==> config.mk <==
export PLATFORM = sky130hd
export DESIGN_NAME = fetch_unit
export DESIGN_NICKNAME = d
export VERILOG_FILES = /design/src/rtl/fetch_unit.sv
export SDC_FILE = /design/constraint.sdc
export NUM_CORES = 1
export LEC_CHECK = 0
export BUFFER_PORTS_ARGS = -buffer_cell sky130_fd_sc_hd__buf_2
export CAP_MARGIN = 40
export CORE_UTILIZATION = 51
export CTS_CLUSTER_SIZE = 24
export DETAILED_ROUTE_END_ITERATION = 10
export PLACE_DENSITY_LB_ADDON = 0.15
export SYNTH_ARGS = -nofsm -noshare
export SYNTH_HDL_FRONTEND = slang
export SYNTH_SLANG_ARGS = --single-unit
==> constraint.sdc <==
create_clock -name clk -period 2.4 [get_ports clk]
set_input_delay 0.12 -clock clk [delete_from_list [all_inputs] [get_ports clk]]
set_output_delay 0.12 -clock clk [all_outputs]
set_load 0.02 [all_outputs]
==> src/rtl/fetch_unit.sv <==
// Instruction fetch stage: owns the PC, captures instruction memory data into the IF/ID register.
// Optional valid-fetch counter enabled by defining FETCH_PERF_CNT_EN.
module fetch_unit #(
  parameter int                  PC_WIDTH    = 16,
  parameter logic [PC_WIDTH-1:0] RESET_PC    = '0,
  parameter logic [3:0]          HALT_OPCODE = 4'hE,
  parameter logic [15:0]         NOP_INSTR   = 16'h0000
) (
  input  logic                clk,
  input  logic                reset,
  input  logic                stall,
  input  logic                branch_taken,
  input  logic [PC_WIDTH-1:0] branch_target,
  input  logic [15:0]         instr_data,
  output logic [PC_WIDTH-1:0] pc_out,
  output logic [15:0]         ir_out,
  output logic [PC_WIDTH-1:0] ir_pc,
  output logic                ir_valid,
  output logic                halted,
  output logic [15:0]         fetch_count
);

  typedef enum logic {RUN, HALT} state_t;

  state_t              state_q;
  logic [PC_WIDTH-1:0] pc_q;
  logic [15:0]         ir_q;
  logic [PC_WIDTH-1:0] irPc_q;
  logic                irValid_q;
  logic                halted_q;
  logic                isHalt;

  assign isHalt = (instr_data[15:12] == HALT_OPCODE);

  // Branch wins over stall; a halt instruction is captured but the PC stays on it.
  always_ff @(posedge clk or negedge reset) begin
    if (!reset) begin
      state_q   <= RUN;
      pc_q      <= RESET_PC;
      ir_q      <= NOP_INSTR;
      irPc_q    <= '0;
      irValid_q <= 1'b0;
      halted_q  <= 1'b0;
    end else begin
      case (state_q)
        RUN: begin
          if (branch_taken) begin
            pc_q      <= {branch_target[PC_WIDTH-1:1], 1'b0};
            ir_q      <= NOP_INSTR;
            irPc_q    <= '0;
            irValid_q <= 1'b0;
          end else if (!stall) begin
            ir_q      <= instr_data;
            irPc_q    <= pc_q;
            irValid_q <= 1'b1;
            if (isHalt) begin
              state_q  <= HALT;
              halted_q <= 1'b1;
            end else begin
              pc_q <= pc_q + PC_WIDTH'(2);
            end
          end
        end
        HALT: begin
          irValid_q <= 1'b0;
        end
        default: begin
          state_q <= RUN;
        end
      endcase
    end
  end

  assign pc_out   = pc_q;
  assign ir_out   = ir_q;
  assign ir_pc    = irPc_q;
  assign ir_valid = irValid_q;
  assign halted   = halted_q;

`ifdef FETCH_PERF_CNT_EN
  logic [15:0] count_q;
  logic [15:0] count_d;
  logic        loadValid;

  assign loadValid = (state_q == RUN) && !branch_taken && !stall;

  // Counts edges that load a real instruction, saturating at all-ones.
  always_comb begin
    count_d = count_q;
    if (loadValid && (count_q != 16'hFFFF)) begin
      count_d = count_q + 16'd1;
    end
  end

  always_ff @(posedge clk or negedge reset) begin
    if (!reset) begin
      count_q <= 16'h0000;
    end else begin
      count_q <= count_d;
    end
  end

  assign fetch_count = count_q;
`else
  assign fetch_count = 16'h0000;
`endif

endmodule

==> metrics.yaml, run 1 <==
synthesis:
  yosys.area_share.simple_pct: 17.6
  synth_top_area_cell: "dfrtp_1"
  postSynthCellCount: 242
  async_reset_ff_share_pct: 100
  synth_xor_area_share_pct: 0
  yosys-top-cells-area: "dfrtp_1 52%, a22o_1 6.9%, buf_4 5.3%"
  synth_seq_cells: 50
  seq_area_frac_synth_pct: 51.7
  yosysUniqueCellTypes: 44
  avgSynthCellArea_um2: 10.0
  synth_top_family_by_area: "compound AO/OA/AOI/OAI gates"
  synthMuxAreaShare_pct: 1.29
  synth_compound_area_share_pct: 19.6
  synth_adder_area_share_pct: 0.517
  yosys_warnings: 0
  syn_area_um2: 2420
  synth_top_area_share_pct: 51.7
  synth_enable_flop_cells: 0
  synth_flop_cell: "dfrtp_1"
job:
  cap_viol_max_count: 0
layout:
  layout-area-overhead-vs-synth_pct: 20.2
  mostFrequentLayoutCells: "83 x buf_2, 50 x dfrtp_1, 34 x nand2_1, 23 x o21ai_0, 19 x a22o_1"
  antennaDiodeCount: 0
  drive_gt1_share_pct: 32.4
  final_common_cell: "buf_2"
  finalInstanceArea_um2: 2910
  fin_nets: 360
worst_setup_path:
  r2r_start: "pc_out[2]$_DFFE_PN0P_"
  critPathSlowestCell: "dfrtp_1"
  path_buf_inv: 0
  startpoint_type: "flop"
  required_ns: 2.61
  crit_cells: 5
  crit_chain: "ha_1 > nand3_1 > nor4_1 > o21ai_0 > a22o_1"
  endpoint: "pc_out[15]$_DFFE_PN0P_"
  crit_path_start: "pc_out[2]$_DFFE_PN0P_"
  timing.rr.end: "pc_out[15]$_DFFE_PN0P_"
  crit_family: "simple AND/OR/NAND/NOR gates"
  crit_fanout: 7
  endpoint_kind: "flop"
  r2r_setup_slack_ns: 0.67
  critPathKind: "reg -> reg"
  slowest_delay_ns: 0.45
  r2r_cells: 5
  arrival_ns: 1.93
clock_tree:
  clock-root-buffer: "clkbuf_8"
  path_clk_slew_ns: 0.10
  hold_buffers: 1
  cts_max_level: 2
  max-clock-path-buffers: 2
  cts_resized: 0
  cts_tree: "done"
  clk_latency_ns: 0.31
  clkSinkCount: 50
  cts_made_buffers: 5
  cts_setup_buffers: 0
route:
  top_layer: "met4"
  routed-wl-met2_um: 2530
  dr.first_iter.drc_count: 178
  remaining_drc_errors: 18
  routed_wl_um: 5600
  met1_length_um: 2680
  firstDrtPassIters: 7
  wl_met3_um: 319
  vias: 2087
  wire_per_inst_um: 14.9
  via_per_inst: 5.55
  ant_nets: 0
grt:
  grt_pass1_vias: 1840
  antenna_found_initial: 0
  grt_max_degree: 34
  grt_pass1_wl_um: 8850
  grt_overflow: 0
  track_usage_pct: 22.5
floorplanning:
  die_h_um: 70.9
  core_region_area_um2: 4440
  die_w_um: 70.9
  dieArea_um2: 5030
  rows: 24
  io_pins: 102
  start_util_pct: 54.5
sta:
  period_needed_ns: 1.73
  worst_pin_slew_ns: 0.707
  maxSlewViolCount: 0
  finalSetupViolCount: 0
  slew_headroom_pct: 52.7
  post-route-period-util_pct: 71.9
  max_freq_mhz: 579
  hold_viol: 0
  fin_skew_ns: 0.00740
  rsz0062_at_grt: "no"
  tns_ns: 0
outcome:
  status: "finished with violations"
  violations: "design-rule violations"
power:
  finalPower_uw: 1490
  p_per_area_nw_per_um2: 511
  cellLeakagePower_uw: 0.00152
  irDropWorstVdd_mv: 0.316
placement:
  dp_hpwl_um: 4030
  gp_congestion: 0.851
  postPlaceCellArea_um2: 2810
  port_buffers: 83
hold_path:
  hold_path.class: "in -> reg"
## layout make-up
cell class	instances	area, um2
clock buffer	5	68.8
fill	396	1540
multi-input combinational	169	1010
timing repair buffer	89	463
sequential	50	1250
tap	52	65.1
clock inverter	3	21.3
inverter	8	30.0
## logic make-up (layout without fill, tap and decap cells)
family | after synthesis | after routing
other | 1 | 17
muxes | 3 | 3
and+or+nand+nor | 79 | 79
adders and majority gates | 1 | 1
buffers and inverters | 39 | 105
DFF | 50 | 50
AOI/OAI and AO/OA | 69 | 69
## per-layer routing
| metal | global-route usage [%] | vias to the layer above |
|---|---|---|
| met3 | 4.42 | 9 |
| met2 | 35.4 | 78 |
| met1 | 31.9 | 990 |
| met4 | 6.67 | 0 |
| met5 | 0 | - |
| li1 | - | 1010 |
## metrics by stage
| stage | cells | hold slack (ns) | util (%) | setup WS (ns) |
|---|---|---|---|---|
| after floorplan | 258 | -0.176 | - | 0.678 |
| after global placement | 367 | 0.0510 | 63.2 | 0.687 |
| after detailed placement | 367 | 0.0582 | 63.2 | 0.672 |
| after CTS | 376 | 0.0173 | 65.5 | 0.664 |
| after global routing | 376 | 0.0223 | 65.5 | 0.554 |
| final | 376 | 0.0234 | 65.5 | 0.674 |
## sequential cells by signal, summed over array words and instances, names as in the netlist
name	count
ir_valid	1
halted	1
ir_pc	16
ir_out	16
pc_out	15
state_q	1
## synth_stat cells, drive strengths merged, types with 2 or more instances
cell and count:
dfrtp 50, a21oi 6, nand4 4, nand2b 2, o21ai 23, nor2 7, or2 2, mux2i 2
nor3 10, o22ai 4, inv 8, a31oi 2, a22o 19, nand3 5, a22oi 2, nor4 4
nand4b 2, and4 3, o31ai 4, clkbuf 6, buf 25, nand2 34
## report_power, final
group	total (uW)	switching [uW]	leakage [uW]	internal, uW
registers	856	4.48	0.000675	851
logic	135	87.6	0.000802	47.5
clock network	495	290	0.0000441	205
total	1490	382	0.00152	1100
## worst min-delay path by stage
| stage | start | to | slack, ns | cells after the start |
|---|---|---|---|---|
| after floorplan | reset | halted$_DFFE_PN0P_ | -0.18 | 0 |
| after global placement | reset | ir_out[4]$_DFFE_PN0P_ | 0.05 | 1 |
| after detailed placement | reset | ir_out[4]$_DFFE_PN0P_ | 0.06 | 1 |
| after CTS | instr_data[4] | ir_out[4]$_DFFE_PN0P_ | 0.02 | 2 |
| after global routing | instr_data[4] | ir_out[4]$_DFFE_PN0P_ | 0.02 | 2 |
| final | instr_data[4] | ir_out[4]$_DFFE_PN0P_ | 0.02 | 2 |
Note: power is estimated with default switching activity, not from simulation.
==> run 2: changes to the inputs <==
--- a/config.mk
+++ b/config.mk
@@ -5,9 +5,10 @@
 export SDC_FILE = /design/constraint.sdc
 export NUM_CORES = 1
 export LEC_CHECK = 0
+export ABC_AREA = 1
 export BUFFER_PORTS_ARGS = -buffer_cell sky130_fd_sc_hd__buf_2
 export CAP_MARGIN = 40
-export CORE_UTILIZATION = 51
+export CORE_UTILIZATION = 44
 export CTS_CLUSTER_SIZE = 24
 export DETAILED_ROUTE_END_ITERATION = 10
 export PLACE_DENSITY_LB_ADDON = 0.15
==> constraint.sdc (replaced) <==
create_clock -name clk -period 1.5 [get_ports clk]
set_input_delay 0.075 -clock clk [delete_from_list [all_inputs] [get_ports clk]]
set_output_delay 0.075 -clock clk [all_outputs]
set_load 0.02 [all_outputs]
==> run 2 against run 1 <==
Critical path type unchanged. Fmax up 28%. Critical endpoint is now pc_out[11]$_DFFE_PN0P_. Sequential share of layout area down 3.1 points. Total power up 98%. Core utilization down 8.9 points. Clock skew down 0.0013 ns. Area after synthesis up 5.0%. Count of clock-buffer cells in the layout up 1. The flow now finishes without violations. Worst setup slack worse by 0.53 ns. Wire length up 4.7%. Largest cell class unchanged. Non-clock buffer count up 3. Largest power group unchanged.
==> metrics.yaml, run 2 <==
worst_setup_path:
  critPathMostFrequentCell: "nand2_1"
  path_buf_inv: 1  # +1
  endpoint_kind: "flop"
  r2r_start: "pc_out[1]$_DFFE_PN0P_"
  crit_chain: "ha_1 > inv_1 > nor2_2 > nand2_1 > nor2_1 > nand2_1 > o21ai_0 > nand2_1 > nand2_1"
  required_ns: 1.74  # -0.87 ns
  critPathSlowestCell: "dfrtp_1"
  crit_cells: 9  # +4
  r2r_cells: 9  # +4
  slowest_delay_ns: 0.39  # -0.06 ns
  crit_fanout: 3  # -4
  critPathKind: "reg -> reg"
  arrival_ns: 1.59  # -0.34 ns
  crit_family: "simple AND/OR/NAND/NOR gates"
  startpoint_type: "flop"
  crit_path_start: "pc_out[1]$_DFFE_PN0P_"
  timing.rr.end: "pc_out[11]$_DFFE_PN0P_"
  r2r_setup_slack_ns: 0.15  # -0.53 ns
sta:
  maxSlewViolCount: 0  # unchanged
  worst_pin_slew_ns: 0.498  # -0.209 ns
  tns_ns: 0  # unchanged
  finalSetupViolCount: 0  # unchanged
  period_needed_ns: 1.35  # -0.373 ns
  post-route-period-util_pct: 90.2  # +18 points
  fin_skew_ns: 0.00614  # -0.00126 ns
  holdWs_ns: 0.0139  # -0.00952 ns
  hold_viol: 0  # unchanged
  rsz0062_at_grt: "yes"
  max_freq_mhz: 739  # +28%
  slew_headroom_pct: 66.7  # +14 points
floorplanning:
  start_util_pct: 45.9  # -8.6 points
  rows: 27  # +13%
  io_pins: 102  # unchanged
  dieArea_um2: 6090  # +21%
  die_w_um: 78.0  # +10%
  core_region_area_um2: 5540  # +25%
  die_h_um: 78.0  # +10%
synthesis:
  synth_flop_cell: "dfrtp_1"
  async_reset_ff_share_pct: 100  # unchanged
  synthMuxAreaShare_pct: 0  # -1.3 points
  syn_area_um2: 2540  # +5.0%
  avgSynthCellArea_um2: 8.12  # -19%
  synth_enable_flop_cells: 0  # unchanged
  synth_compound_area_share_pct: 15.4  # -4.2 points
  postSynthCellCount: 313  # +29%
  synthTopCellsByCount: "100 x nand2_1, 50 x dfrtp_1, 28 x nor2_1"
  synth_adder_area_share_pct: 0.492  # -0.025 points
  synth_seq_cells: 50  # unchanged
  seq_area_frac_synth_pct: 49.2  # -2.5 points
  yosys-top-cells-area: "dfrtp_1 49%, nand2_1 15%, buf_4 5.6%"
  synth_top_family_by_area: "simple AND/OR/NAND/NOR gates"
  yosys.area_share.simple_pct: 22.5  # +4.9 points
  synth_top_area_cell: "dfrtp_1"
  yosysUniqueCellTypes: 24  # -45%
  yosysMostFrequentCell: "nand2_1"
  synth_top_area_share_pct: 49.2  # -2.5 points
  synth_xor_area_share_pct: 0.344  # +0.34 points
  yosys_warnings: 0  # unchanged
route:
  ant_nets: 0  # unchanged
  remaining_drc_errors: 0  # -18
  wire_per_inst_um: 12.4  # -17%
  via_per_inst: 4.86  # -12%
  firstDrtPassIters: 5  # -2
  vias: 2295  # +10%
  dr.first_iter.drc_count: 145  # -19%
  routed_wl_um: 5870  # +4.7%
outcome:
  status: "finished, final reports clean"
clock_tree:
  path_clk_slew_ns: 0.09  # about the same
  max-clock-path-buffers: 2  # unchanged
  cts_made_buffers: 5  # unchanged
  cts_tree: "done"
  clock-root-buffer: "clkbuf_8"
  cts_max_level: 2  # unchanged
  clk_latency_ns: 0.30  # about the same
  clkSinkCount: 50  # unchanged
grt:
  track_usage_pct: 20.2  # -2.3 points
  grt_max_degree: 51  # +50%
  antenna_found_initial: 0  # unchanged
  grt_overflow: 0  # unchanged
  grt_pass1_wl_um: 9580  # +8.2%
  grt_pass1_vias: 2016  # +9.6%
layout:
  finalInstanceArea_um2: 3130  # +7.7%
  final_common_cell: "nand2_1"
  fin_nets: 436  # +21%
  drive_gt1_share_pct: 26.8  # -5.7 points
  layout-area-overhead-vs-synth_pct: 23.3
  antennaDiodeCount: 0  # unchanged
  fill_cells: 547  # +38%
  mostFrequentLayoutCells: "100 x nand2_1, 83 x buf_2, 50 x dfrtp_1, 27 x inv_1, 26 x o21ai_0"
hold_path:
  hold_path.class: "in -> reg"
  hp-start: "instr_data[6]"
  whs_path_depth: 2  # unchanged
  min_to: "ir_out[6]$_DFFE_PN0P_"
placement:
  gp_congestion: 0.827  # -2.7%
  dp_hpwl_um: 4240  # +5.2%
  port_buffers: 83  # unchanged
  postPlaceCellArea_um2: 2990  # +6.4%
power:
  irDropWorstVdd_mv: 0.421  # +33%
  p_per_area_nw_per_um2: 937  # +83%
  p_clk_share_pct: 31.7  # -1.6 points
  internal_power_uw: 2100  # +90%
  cellLeakagePower_uw: 0.00170  # +12%
  p_seq_share_pct: 50.6  # -7.0 points
  switching_share_pct: 28.5  # +2.8 points
  combPwrFrac_pct: 17.8  # +8.7 points
  p_switching_uw: 837  # +120%
job:
  cap_viol_max_count: 0  # unchanged
[run 2: worst max path at each step]
stage / slack (ns) / endpoint
2_1_floorplan: 0.17 / pc_out[11]$_DFFE_PN0P_
3_3_place_gp: 0.15 / pc_out[11]$_DFFE_PN0P_
3_5_place_dp: 0.11 / pc_out[1]$_DFFE_PN0P_
4_1_cts: 0.09 / pc_out[1]$_DFFE_PN0P_
5_1_grt: -0.002 / pc_out[11]$_DFFE_PN0P_
6_report: 0.15 / pc_out[11]$_DFFE_PN0P_
[run 2: stage by stage]
step | std cells | setup slack, ns | utilization (%) | total power [uW]
after floorplan | 329 | 0.171 | - | 1850
after global placement | 461 | 0.146 | 54.0 | 2020
after detailed placement | 461 | 0.108 | 54.0 | 2020
after CTS | 470 | 0.0916 | 56.1 | 2970
after global routing | 472 | -0.00179 | 56.6 | 3090
final | 472 | 0.147 | 56.6 | 2940
[run 2: metal layers]
layer / share of wire (%) / global-route usage, %
met1: 48 / 29.0
met2: 46 / 31.7
met3: 4.7 / 2.79
met4: 1.2 / 6.67
met5: 0 / 0
[run 2: power by group through the flow]
stage / registers, uW / clock network (uW) / logic (uW)
2_1_floorplan: 1600 / 0 / 249
3_3_place_gp: 1510 / 0 / 506
3_5_place_dp: 1510 / 0 / 513
4_1_cts: 1490 / 966 / 516
5_1_grt: 1500 / 1010 / 584
6_report: 1480 / 930 / 522
[run 2: kinds of logic after synthesis]
group                    Yosys count
AO/OA/AOI/OAI                     56
XOR/XNOR                           1
adder cells (fa/ha/maj)            1
buffers and inverters             59
flip-flops                        50
other                              1
AND/OR/NAND/NOR                  145
[run 2: timing repair]
item	CTS	global route
setup buffers	0	2
gates resized for setup	0	5
endpoints found under the hold margin	50	0
hold buffers	1	0
setup endpoints to repair	0	5
[run 2: cell type report]
type / count / area [um2] / area share [%]
flip-flops and latches: 50 / 1250 / 39.9
multi-input cells: 220 / 1060 / 33.7
repair buffers: 92 / 510 / 16.3
inverters: 30 / 115 / 3.67
well taps: 72 / 90.1 / 2.87
clock buffers: 6 / 72.6 / 2.32
clock inverters: 2 / 37.5 / 1.20
